$ cat src/rtl/bdi_comp_scheduler.sv
// Round-robin two-requester sequencer feeding the BDI compressor and holding its result.
// Optional counters on out handshakes and raw-encoded lines are enabled by BDI_SCHED_STATS_EN.
module bdi_comp_scheduler #(
    parameter int LINE_W   = 256,
    parameter int TAG_W    = 16,
    parameter int COMP_LAT = 2
) (
    input  logic              clock,
    input  logic              reset_n,
    input  logic              r0_valid,
    output logic              r0_ready,
    input  logic [LINE_W-1:0] r0_line,
    input  logic [TAG_W-1:0]  r0_tag,
    input  logic              r1_valid,
    output logic              r1_ready,
    input  logic [LINE_W-1:0] r1_line,
    input  logic [TAG_W-1:0]  r1_tag,
    output logic              cmp_start,
    output logic [LINE_W-1:0] cmp_line,
    input  logic [LINE_W-1:0] cmp_data,
    input  logic [3:0]        cmp_enc,
    output logic              out_valid,
    input  logic              out_ready,
    output logic [LINE_W-1:0] out_data,
    output logic [3:0]        out_enc,
    output logic              out_src,
    output logic [TAG_W-1:0]  out_tag,
    output logic              busy
`ifdef BDI_SCHED_STATS_EN
    ,
    output logic [15:0]       stat_lines,
    output logic [15:0]       stat_raw
`endif
);

    typedef enum logic [1:0] {
        S_IDLE  = 2'd0,
        S_ISSUE = 2'd1,
        S_WAIT  = 2'd2,
        S_OUT   = 2'd3
    } state_t;

    localparam logic [3:0] LAT_M1 = 4'(COMP_LAT - 1);

    state_t            r_state;
    state_t            w_next;
    logic              r_rr_ptr;
    logic [3:0]        r_cnt;
    logic [LINE_W-1:0] r_cmp_line;
    logic [LINE_W-1:0] r_out_data;
    logic [3:0]        r_out_enc;
    logic              r_out_src;
    logic [TAG_W-1:0]  r_out_tag;

    logic              w_gnt_r0;
    logic              w_gnt_r1;
    logic              w_accept;
    logic              w_out_hs;

    // A lone requester always wins; on contention the round-robin pointer decides.
    assign w_gnt_r0 = r0_valid & (~r1_valid | ~r_rr_ptr);
    assign w_gnt_r1 = r1_valid & (~r0_valid |  r_rr_ptr);
    assign w_accept = (r_state == S_IDLE) & (r0_valid | r1_valid);
    assign w_out_hs = (r_state == S_OUT) & out_ready;

    always_ff @(posedge clock or negedge reset_n) begin
        if (!reset_n) begin
            r_state <= S_IDLE;
        end else begin
            r_state <= w_next;
        end
    end

    always_comb begin
        w_next = r_state;
        case (r_state)
            S_IDLE:  if (w_accept)   w_next = S_ISSUE;
            S_ISSUE:                 w_next = S_WAIT;
            S_WAIT:  if (r_cnt == 4'd0) w_next = S_OUT;
            S_OUT:   if (out_ready)  w_next = S_IDLE;
            default:                 w_next = S_IDLE;
        endcase
    end

    always_comb begin
        r0_ready  = (r_state == S_IDLE) & w_gnt_r0;
        r1_ready  = (r_state == S_IDLE) & w_gnt_r1;
        cmp_start = (r_state == S_ISSUE);
        out_valid = (r_state == S_OUT);
        busy      = (r_state != S_IDLE);
    end

    // Request/result registers; the compressed line is sampled on the last WAIT cycle.
    always_ff @(posedge clock or negedge reset_n) begin
        if (!reset_n) begin
            r_rr_ptr   <= 1'b0;
            r_cnt      <= 4'd0;
            r_cmp_line <= '0;
            r_out_data <= '0;
            r_out_enc  <= 4'd0;
            r_out_src  <= 1'b0;
            r_out_tag  <= '0;
        end else begin
            case (r_state)
                S_IDLE: begin
                    if (w_accept) begin
                        r_cmp_line <= w_gnt_r1 ? r1_line : r0_line;
                        r_out_tag  <= w_gnt_r1 ? r1_tag  : r0_tag;
                        r_out_src  <= w_gnt_r1;
                    end
                end
                S_ISSUE: begin
                    r_cnt <= LAT_M1;
                end
                S_WAIT: begin
                    if (r_cnt == 4'd0) begin
                        r_out_data <= cmp_data;
                        r_out_enc  <= cmp_enc;
                    end else begin
                        r_cnt <= r_cnt - 4'd1;
                    end
                end
                S_OUT: begin
                    if (out_ready) begin
                        r_rr_ptr <= ~r_out_src;
                    end
                end
                default: begin
                end
            endcase
        end
    end

    assign cmp_line = r_cmp_line;
    assign out_data = r_out_data;
    assign out_enc  = r_out_enc;
    assign out_src  = r_out_src;
    assign out_tag  = r_out_tag;

`ifdef BDI_SCHED_STATS_EN
    function automatic logic [15:0] sat_inc(input logic [15:0] v);
        return (v == 16'hFFFF) ? v : v + 16'd1;
    endfunction

    logic [15:0] r_stat_lines;
    logic [15:0] r_stat_raw;

    always_ff @(posedge clock or negedge reset_n) begin
        if (!reset_n) begin
            r_stat_lines <= 16'd0;
            r_stat_raw   <= 16'd0;
        end else if (w_out_hs) begin
            r_stat_lines <= sat_inc(r_stat_lines);
            if (r_out_enc == 4'hF) begin
                r_stat_raw <= sat_inc(r_stat_raw);
            end
        end
    end

    assign stat_lines = r_stat_lines;
    assign stat_raw   = r_stat_raw;
`else
    logic w_unused_hs;
    assign w_unused_hs = w_out_hs;
`endif

endmodule

$ cat config.mk
export PLATFORM = sky130hd
export DESIGN_NAME = bdi_comp_scheduler
export DESIGN_NICKNAME = d
export VERILOG_FILES = /design/src/rtl/bdi_comp_scheduler.sv
export SDC_FILE = /design/constraint.sdc
export NUM_CORES = 1
export LEC_CHECK = 0
export ABC_CLOCK_PERIOD_IN_PS = 4200
export BUFFER_PORTS_ARGS = -buffer_cell sky130_fd_sc_hd__buf_2
export CORE_AREA = 2 2 523 525
export DETAILED_ROUTE_END_ITERATION = 10
export DIE_AREA = 0 0 525 527
export PLACE_DENSITY = 0.3
export SLEW_MARGIN = 20
export SYNTH_ARGS = -nofsm -noshare
export SYNTH_HDL_FRONTEND = slang
export SYNTH_SLANG_ARGS = --single-unit
$ cat constraint.sdc
create_clock -name clock -period 4.2 [get_ports clock]
set_input_delay 0.84 -clock clock [delete_from_list [all_inputs] [get_ports clock]]
set_output_delay 0.84 -clock clock [all_outputs]
set_load 0.005 [all_outputs]
==> reports/qor.yml, run 1 <==
run_status:
  status: "completed"
cts:
  clkLatencyLatePin_ps: 690
  clock_path_buffers: 3
  htreeDepth: 3
  clk_pin_slew_ps: 60
  cts_tree: "done"
  cts_resized: 0
  cts_setup_buffers: 0
  clock-sinks: 540
  cts-root-buf: "clkbuf_16"
  cts_hold_buf: 0
  cts_made_buffers: 74
synthesis:
  synth_simple_gate_area_share_pct: 10.7
  async_flop_share_pct: 100
  ys_types: 28
  synth-xor-area-share_pct: 0
  synthesis.nets: 2958
  netlist_instances: 2143
  synthAdderAreaFrac_pct: 0.324
  synthFlopType: "dfrtp_1"
  yosys-mux-area-fraction_pct: 12.8
  synth_area_mm2: 0.0232
  ys_ff_latch: 540
  ys_warn_count: 0
  synth_top_family_by_area: "compound AO/OA/AOI/OAI gates"
  yosysSeqAreaShare_pct: 58.2
  synth_compound_area_share_pct: 13.4
  syn_area_per_cell_um2: 10.8
  synth_edf_count: 0
route:
  wl_per_cell_um: 23.8
  ant_nets: 0
  vias: 23369
  drtIter0Drc: 1385
  route.met3.wl_um: 19000
  wirelength_um: 170000
  vias_per_cell: 3.28
  wl_met1_um: 64900
  highest_layer: "met5"
  drc_errors: 0
  wl_met2_um: 80700
  first_pass_iters: 5
critical_path:
  critPathArrivalTime_ps: 2210
  worstReg2RegEnd: "out_data[169]"
  r2r-start: "r_state[0]"
  crit_path_start_kind: "register"
  required_ps: 3360
  critical_path_class: "reg -> out"
  end_kind: "output port"
  r2r_slack_ps: 1500
  rr_worst_depth: 5
  critPathMaxFanout: 5
placed_design:
  dp.cells: 6951
  io_buffers: 1346
  place.gp.congestion: 0.874
  dp_hpwl_um: 141000
  dpl_cell_area_mm2: 0.0343
  preCtsSetupSlack_ps: 1300
timing:
  finalSetupViolations: 0
  period_minus_slack_ps: 3050
  final.setup.worst_slack_ps: 1150
  rsz0062_at_grt: "no"
  hold_violations: 0
  skew_ps: 55.0
  slew_violations: 0
  slew_headroom_pct: 39.5
  fmax_ghz: 0.328
  worst_slew_pin_slew_ps: 908
  finalCritPeriodShare_pct: 72.5
  fin_setup_tns_ps: 0
pwr:
  p_per_area_mw_per_mm2: 724
  power.leakage_nw: 16.0
  vdd_ir_drop_max_mv: 0.265
flow_run:
  drv_cap: 0
floorplanning:
  start_util_pct: 8.54
  chipHeight_um: 527
  io_pins: 1347
  die_x_um: 525
  die_area_mm2: 0.277
  core_area_mm2: 0.272
  rows: 192
layout:
  design_area_mm2: 0.0370
  nFillCells: 31205
  area_delta_synth_final_pct: 59.4
  final_cells: 7122
  drive_gt1_share_pct: 51.3
  final_nets: 4253
grt:
  grt_use_total_pct: 11.8
  antenna_found_initial: 159
  grt_max_degree: 89
  grt_pass1_wl_um: 224000
  grt-ovfl-total: 0
  grt_pass1_vias: 23966
worst_hold_path:
  hp-class: "in -> async"
## worst max-delay path, cell delays in order (launching register included)
cell and delay, ps:
dfrtp_1 420, inv_1 120, ha_1 150, buf_4 190, inv_1 160, nor3_1 320
buf_2 180
## synth_stat cells, drive strengths merged (2+ instances only)
| master | number | area, µm² |
|---|---|---|
| dfrtp | 540 | 13500 |
| nand3 | 274 | 1370 |
| a31oi | 273 | 1710 |
| nor2 | 273 | 1020 |
| o21ai | 272 | 1360 |
| mux2 | 262 | 2950 |
| clkbuf | 120 | 450 |
| buf | 91 | 557 |
| inv | 7 | 26.3 |
| nand2 | 7 | 26.3 |
| ha | 6 | 75.1 |
| a21oi | 3 | 15.0 |
| mux2i | 2 | 20.0 |
| nand2b | 2 | 12.5 |
| nor2b | 2 | 12.5 |
| nor3 | 2 | 10.0 |
## how the worst max path moves through the flow
stage / startpoint / endpoint / slack, ps / depth (start not counted)
after global placement: r1_valid / r1_ready / 1310 / 4
after global routing: r_state[1] / r1_ready / 1000 / 6
after floorplan: r1_valid / r0_ready / 1740 / 4
final: r_state[1] / r1_ready / 1150 / 6
after CTS: r_state[0] / r1_ready / 1080 / 6
after detailed placement: r1_valid / r1_ready / 1300 / 4
## layer usage
metal / GRT usage, % / up-vias
met5: 0 / -
met3: 5.80 / 316
li1: - / 10387
met4: 2.60 / 108
met2: 20.1 / 1235
met1: 13.1 / 11323
## registers in the layout, summed over array words and instances (netlist names)
signal / cells
out_tag: 16
out_data: 256
out_enc: 4
r_state: 2
r_rr_ptr: 1
out_src: 1
r_cnt: 4
cmp_line: 256
## where the power goes
part / total, mW / internal (mW) / switching [mW]
registers: 9.39 / 7.88 / 1.52
logic: 10.6 / 4.65 / 5.91
clock network: 6.80 / 4.02 / 2.78
## kinds of logic after synthesis
logic type / Yosys count
simple gates: 563
buf+inv: 218
fa+ha+maj: 6
flops: 540
mux: 264
compound gates: 552
## cell usage in the layout (no fill, tap or decap), types with 4 or more instances in the layout
master and instances:
diode_2 37, ha_1 6, clkbuf_1 19, o21ai_0 272, mux2_1 19, clkbuf_16 74, nand2_1 7, nand3_1 274
clkinv_2 8, buf_12 16, bufinv_16 7, dfrtp_1 540, inv_1 6, buf_4 68, clkinv_16 4, a31oi_1 273
mux2_2 242, clkbuf_8 17, nor2_1 273, buf_2 1344
## metrics by stage
| stage | hold WS [ps] | utilization [%] | power (mW) |
|---|---|---|---|
| finish | 210 | 13.6 | 26.8 |
| global route | 184 | 13.6 | 28.6 |
| CTS | 173 | 13.6 | 27.5 |
| detailed placement | 474 | 12.6 | 20.4 |
| global placement | 469 | 12.6 | 20.4 |
| floorplan | 473 | - | 14.0 |
## final cells by class
class,instances,area [µm²],area share (%)
sequential,540,13500,36.5
multi-input combinational,1385,8680,23.5
timing repair buffer,1430,7590,20.5
tap,3589,4490,12.1
clock buffer,110,2160,5.83
clock inverter,24,427,1.15
antenna,37,92.6,0.250
inverter,7,33.8,0.0913
No activity file was read; power rests on OpenSTA's default activity.
==> run 2: changes to the inputs <==
--- a/config.mk
+++ b/config.mk
@@ -5,12 +5,12 @@
 export SDC_FILE = /design/constraint.sdc
 export NUM_CORES = 1
 export LEC_CHECK = 0
-export ABC_CLOCK_PERIOD_IN_PS = 4200
+export ABC_CLOCK_PERIOD_IN_PS = 2700
 export BUFFER_PORTS_ARGS = -buffer_cell sky130_fd_sc_hd__buf_2
 export CORE_AREA = 2 2 523 525
 export DETAILED_ROUTE_END_ITERATION = 10
 export DIE_AREA = 0 0 525 527
-export PLACE_DENSITY = 0.3
+export PLACE_DENSITY = 0.31
 export SLEW_MARGIN = 20
 export SYNTH_ARGS = -nofsm -noshare
 export SYNTH_HDL_FRONTEND = slang
==> constraint.sdc (replaced) <==
create_clock -name clock -period 2.7 [get_ports clock]
set_input_delay 0.54 -clock clock [delete_from_list [all_inputs] [get_ports clock]]
set_output_delay 0.54 -clock clock [all_outputs]
set_load 0.005 [all_outputs]
==> run 2 against run 1 <==
Net effect: global-route usage increased by 0.052 points; setup slack got worse by 950 ps; clock skew decreased by 14 ps; clock-buffer cell count increased by 4; register-to-register slack got worse by 1200 ps; via count increased by 0.29%; combinational power increased by 58%; die area unchanged; critical path depth decreased by 1; critical path type unchanged; largest cell class unchanged; largest power group unchanged.
==> reports/qor.yml, run 2 (synthesis results as in run 1) <==
critical_path:
  rr_worst_depth: 6
  end_kind: "output port"
  slowest_delay_ps: 400
  path_cells: "inv_1 > ha_4 > nand2_1 > a21oi_2 > buf_2"
  crit_slowest_cell: "dfrtp_1"
  crit_buf_inv: 2
  critPathMaxFanout: 5
  critPathArrivalTime_ps: 1960
  required_ps: 2160
  critical_path.top_delay_family: "flip-flops"
  startpoint: "r_state[0]"
  worstReg2RegEnd: "out_data[43]"
  r2r_slack_ps: 320
  r2r-start: "r_state[0]"
  critical_path_class: "reg -> out"
  crit_path_start_kind: "register"
timing:
  finalSetupViolations: 0
  period_minus_slack_ps: 2500
  skew_ps: 40.9
  slew_headroom_pct: 58.6
  fin_setup_tns_ps: 0
  holdWs_ps: 104
  fmax_ghz: 0.400
  finalCritPeriodShare_pct: 92.6
  slew_violations: 0
  hold_violations: 0
  rsz0062_at_grt: "no"
  final.setup.worst_slack_ps: 201
  worst_slew_pin_slew_ps: 614
route:
  wl_met2_um: 82600
  wirelength_um: 171000
  route.met3.wl_um: 20900
  wl_per_cell_um: 23.8
  vias: 23437
  first_pass_iters: 8
  drc_errors: 0
  wl_met1_um: 62100
  drtIter0Drc: 1277
  ant_nets: 0
  vias_per_cell: 3.27
  highest_layer: "met5"
cts:
  htreeDepth: 3
  clk_pin_slew_ps: 60
  clkLatencyLatePin_ps: 670
  cts-root-buf: "clkbuf_16"
  cts_made_buffers: 74
  clock_path_buffers: 3
  cts_tree: "done"
  cts_setup_buffers: 0
  clock-sinks: 540
worst_hold_path:
  hp-class: "in -> reg"
  holdPathStages: 2
  min_from: "cmp_data[115]"
  whs_endpoint: "out_data[115]"
floorplanning:
  die_x_um: 525
  start_util_pct: 8.54
  core_area_mm2: 0.272
  rows: 192
  io_pins: 1347
  chipHeight_um: 527
  die_area_mm2: 0.277
pwr:
  p_per_area_mw_per_mm2: 1120
  power.leakage_nw: 16.2
  vdd_ir_drop_max_mv: 0.379
placed_design:
  io_buffers: 1346
  preCtsSetupSlack_ps: 379
  place.gp.congestion: 0.888
  dp_hpwl_um: 144000
  dp.cells: 6980
  dpl_cell_area_mm2: 0.0347
layout:
  nFillCells: 31221
  area_delta_synth_final_pct: 61.2
  layout_commonest_cell: "buf_2"
  layout_common_cells: "1344 x buf_2, 540 x dfrtp_1, 274 x nand3_1"
  final_cells: 7171
  drive_gt1_share_pct: 51.7
  final_nets: 4287
  design_area_mm2: 0.0374
grt:
  grt_pass1_wl_um: 223000
  grt-ovfl-total: 0
  antenna_found_initial: 144
  grt_max_degree: 114
  grt_use_total_pct: 11.8
  grt_pass1_vias: 23998
run_status:
  status: "completed"
flow_run:
  drv_cap: 0
[run 2: cell types whose count changed in the layout (fill, tap and decap cells not counted), moves of 2 or more]
cell           previous run  this run
buf_4                    68        82
buf_12                   16        31
clkbuf_8                 17        19
dlygate4sd3_1             0         5
bufinv_16                 7         4
diode_2                  37        53
clkinvlp_4                2         4
clkinv_16                 4         1
clkinv_2                  8         5
[run 2: area by class of cell]
type	instances	area [µm²]	area share [%]
inverters	7	33.8	0.0903
clock buffers	114	2210	5.92
clock inverters	19	272	0.726
flip-flops and latches	540	13500	36.1
multi-input cells	1385	8700	23.3
diodes	53	133	0.355
repair buffers	1464	8040	21.5
well taps	3589	4490	12.0
[run 2: routing by layer]
| metal | vias up | track usage, % |
|---|---|---|
| met5 | - | 0 |
| met3 | 286 | 6.28 |
| met2 | 1255 | 20.5 |
| li1 | 10461 | - |
| met1 | 11339 | 12.6 |
| met4 | 96 | 2.68 |
[run 2: power breakdown]
group / internal [mW] / total [mW] / leakage (nW) / switching [mW]
sequential: 12.3 / 14.6 / 6.25 / 2.37
clock: 6.04 / 10.3 / 1.20 / 4.25
combinational: 7.45 / 16.8 / 8.75 / 9.35
total: 25.7 / 41.7 / 16.2 / 16.0
[run 2: worst max-delay path by stage]
| stage | to | slack (ps) | cells past startpoint |
|---|---|---|---|
| 3_3_place_gp | out_data[35] | 400 | 6 |
| 5_1_grt | r0_ready | 30 | 5 |
| 3_5_place_dp | out_enc[3] | 380 | 6 |
| 6_report | r0_ready | 200 | 5 |
| 4_1_cts | r1_ready | 20 | 5 |
| 2_1_floorplan | r0_ready | 840 | 4 |
[run 2: metrics by stage]
step | total power [mW] | util [%]
after CTS | 43.0 | 13.7
final | 41.7 | 13.8
after global placement | 32.1 | 12.8
after global routing | 44.6 | 13.7
after detailed placement | 32.3 | 12.8
after floorplan | 21.8 | -
[run 2: worst reg2reg max path, cell delays in order (launching register included)]
cell	delay, ps
dfrtp_1	400
inv_1	170
ha_1	340
and4bb_4	310
buf_12	220
buf_4	480
mux2_2	350
[run 2: timing repair]
| item | CTS | global route |
|---|---|---|
| gates resized for setup | 2 | 2 |
| hold buffers | 5 | 0 |
| hold endpoints to repair | 22 | 0 |
| endpoints found under the setup margin | 2 | 2 |
==> run 3: changes to the inputs <==
--- a/config.mk
+++ b/config.mk
@@ -7,9 +7,9 @@
 export LEC_CHECK = 0
 export ABC_CLOCK_PERIOD_IN_PS = 2700
 export BUFFER_PORTS_ARGS = -buffer_cell sky130_fd_sc_hd__buf_2
-export CORE_AREA = 2 2 523 525
+export CORE_AREA = 4 4 525 527
 export DETAILED_ROUTE_END_ITERATION = 10
-export DIE_AREA = 0 0 525 527
+export DIE_AREA = 0 0 529 531
 export PLACE_DENSITY = 0.31
 export SLEW_MARGIN = 20
 export SYNTH_ARGS = -nofsm -noshare
==> run 3 against run 2 <==
Net effect: first-iteration DRC count fell by 12%; global-route usage fell by 0.62 points; combinational power grew 2%; hold slack improved by 8.7 ps; maximum frequency is 0.35% higher; clock-buffer cell count fell by 8; register-to-register slack worse by 40 ps; flip-flop and latch count unchanged; sequential power hardly changed.
==> reports/qor.yml, run 3 (synthesis results as in run 1) <==
run_status:
  status: "completed"
pwr:
  vdd_ir_drop_max_mv: 0.383
  p_per_area_mw_per_mm2: 1120
  power.leakage_nw: 16.4
  p_total_mw: 42.3
critical_path:
  r2r_slack_ps: 280
  r2r-start: "r_state[0]"
  critPathMaxFanout: 5
  critical_path_class: "reg -> out"
  rr_worst_depth: 6
  worstReg2RegEnd: "out_data[6]"
  required_ps: 2160
  startpoint: "r_state[0]"
  critPathArrivalTime_ps: 1950
  end_kind: "output port"
  crit_path_start_kind: "register"
timing:
  worst_slew_pin_slew_ps: 727
  slew_headroom_pct: 51.5
  skew_ps: 32.8
  fin_setup_tns_ps: 0
  fmax_ghz: 0.402
  holdWs_ps: 113
  hold_violations: 0
  slew_violations: 0
  period_minus_slack_ps: 2490
  finalCritPeriodShare_pct: 92.2
  finalSetupViolations: 0
worst_hold_path:
  holdPathStages: 2
  whs_endpoint: "out_data[153]"
  hp-class: "in -> reg"
  min_from: "cmp_data[153]"
layout:
  final_nets: 4325
  layout_commonest_cell: "buf_2"
  drive_gt1_share_pct: 51.4
  register_area_mm2: 0.0135
  layout_common_cells: "1344 x buf_2, 540 x dfrtp_1, 274 x nand3_1"
  nFillCells: 30986
  multi_input_area_mm2: 0.00870
  area_delta_synth_final_pct: 63.2
floorplanning:
  die_area_mm2: 0.281
  rows: 191
  core_area_mm2: 0.271
  die_x_um: 529
  io_pins: 1347
  start_util_pct: 8.58
  chipHeight_um: 531
cts:
  cts_made_buffers: 77
  cts-root-buf: "clkbuf_16"
  clock_path_buffers: 3
  clk_pin_slew_ps: 60
  cts_tree: "done"
  cts_setup_buffers: 0
  htreeDepth: 3
  clock-sinks: 540
  clkLatencyLatePin_ps: 660
grt:
  grt_max_degree: 84
  grt-ovfl-total: 0
  grt_pass1_vias: 24674
  grt_pass1_wl_um: 219000
  grt_use_total_pct: 11.2
  antenna_found_initial: 116
route:
  wl_per_cell_um: 23.2
  ant_nets: 0
  first_pass_iters: 8
  wirelength_um: 166000
  drc_errors: 0
  drtIter0Drc: 1127
  vias: 23433
  vias_per_cell: 3.27
placed_design:
  dp_hpwl_um: 139000
  place.gp.congestion: 0.863
  io_buffers: 1346
flow_run:
  drv_cap: 0
==> run 3: routing by layer <==
metal / track usage, % / wire (µm) / vias to the layer above
li1: - / - / 10506
met1: 12.8 / 64500 / 11279
met2: 18.8 / 77500 / 1206
met3: 5.24 / 18200 / 328
met4: 3.02 / 5420 / 114
met5: 0 / 719 / -
==> run 3: worst max-delay path, stage by stage (launching register included) <==
cell and delay, ps:
dfrtp_1 400, inv_1 170, ha_4 230, inv_1 100, nor3_2 200, buf_2 170
==> run 3: repair_timing <==
item                                   4_1_cts  5_1_grt
gates resized for setup                      2        1
setup endpoints to repair                    1        1
endpoints found under the hold margin       53        0
hold buffers                                37        0
==> run 3: how the worst max path moves through the flow <==
stage | to | slack, ps
final | r1_ready | 210
after global routing | r1_ready | -1
after CTS | r1_ready | 40
after detailed placement | out_data[4] | 360
after global placement | out_data[11] | 400
after floorplan | r0_ready | 840
==> run 3: power breakdown <==
part	switching (mW)	total, mW	internal [mW]
Sequential	2.32	14.6	12.3
Clock	4.32	10.5	6.18
Combinational	9.53	17.2	7.71
Total	16.2	42.3	26.1
==> run 3: layout make-up <==
type / instances / share of cell area, %
Sequential cell: 540 / 35.7
Multi-Input combinational cell: 1385 / 23.0
Timing Repair Buffer: 1499 / 22.5
Tap cell: 3570 / 11.8
Clock buffer: 106 / 5.75
Clock inverter: 32 / 1.10
Antenna cell: 23 / 0.152
Inverter: 7 / 0.0892
==> run 3: stage by stage <==
step	utilization (%)	std cells	setup slack, ps	instance area (µm²)
finish	14.0	7162	210	37900
global route	14.0	7153	-1.04	37900
CTS	14.0	7139	44.9	37800
detailed placement	12.9	6964	365	34800
global placement	12.9	6964	395	34800
floorplan	-	2143	836	23200
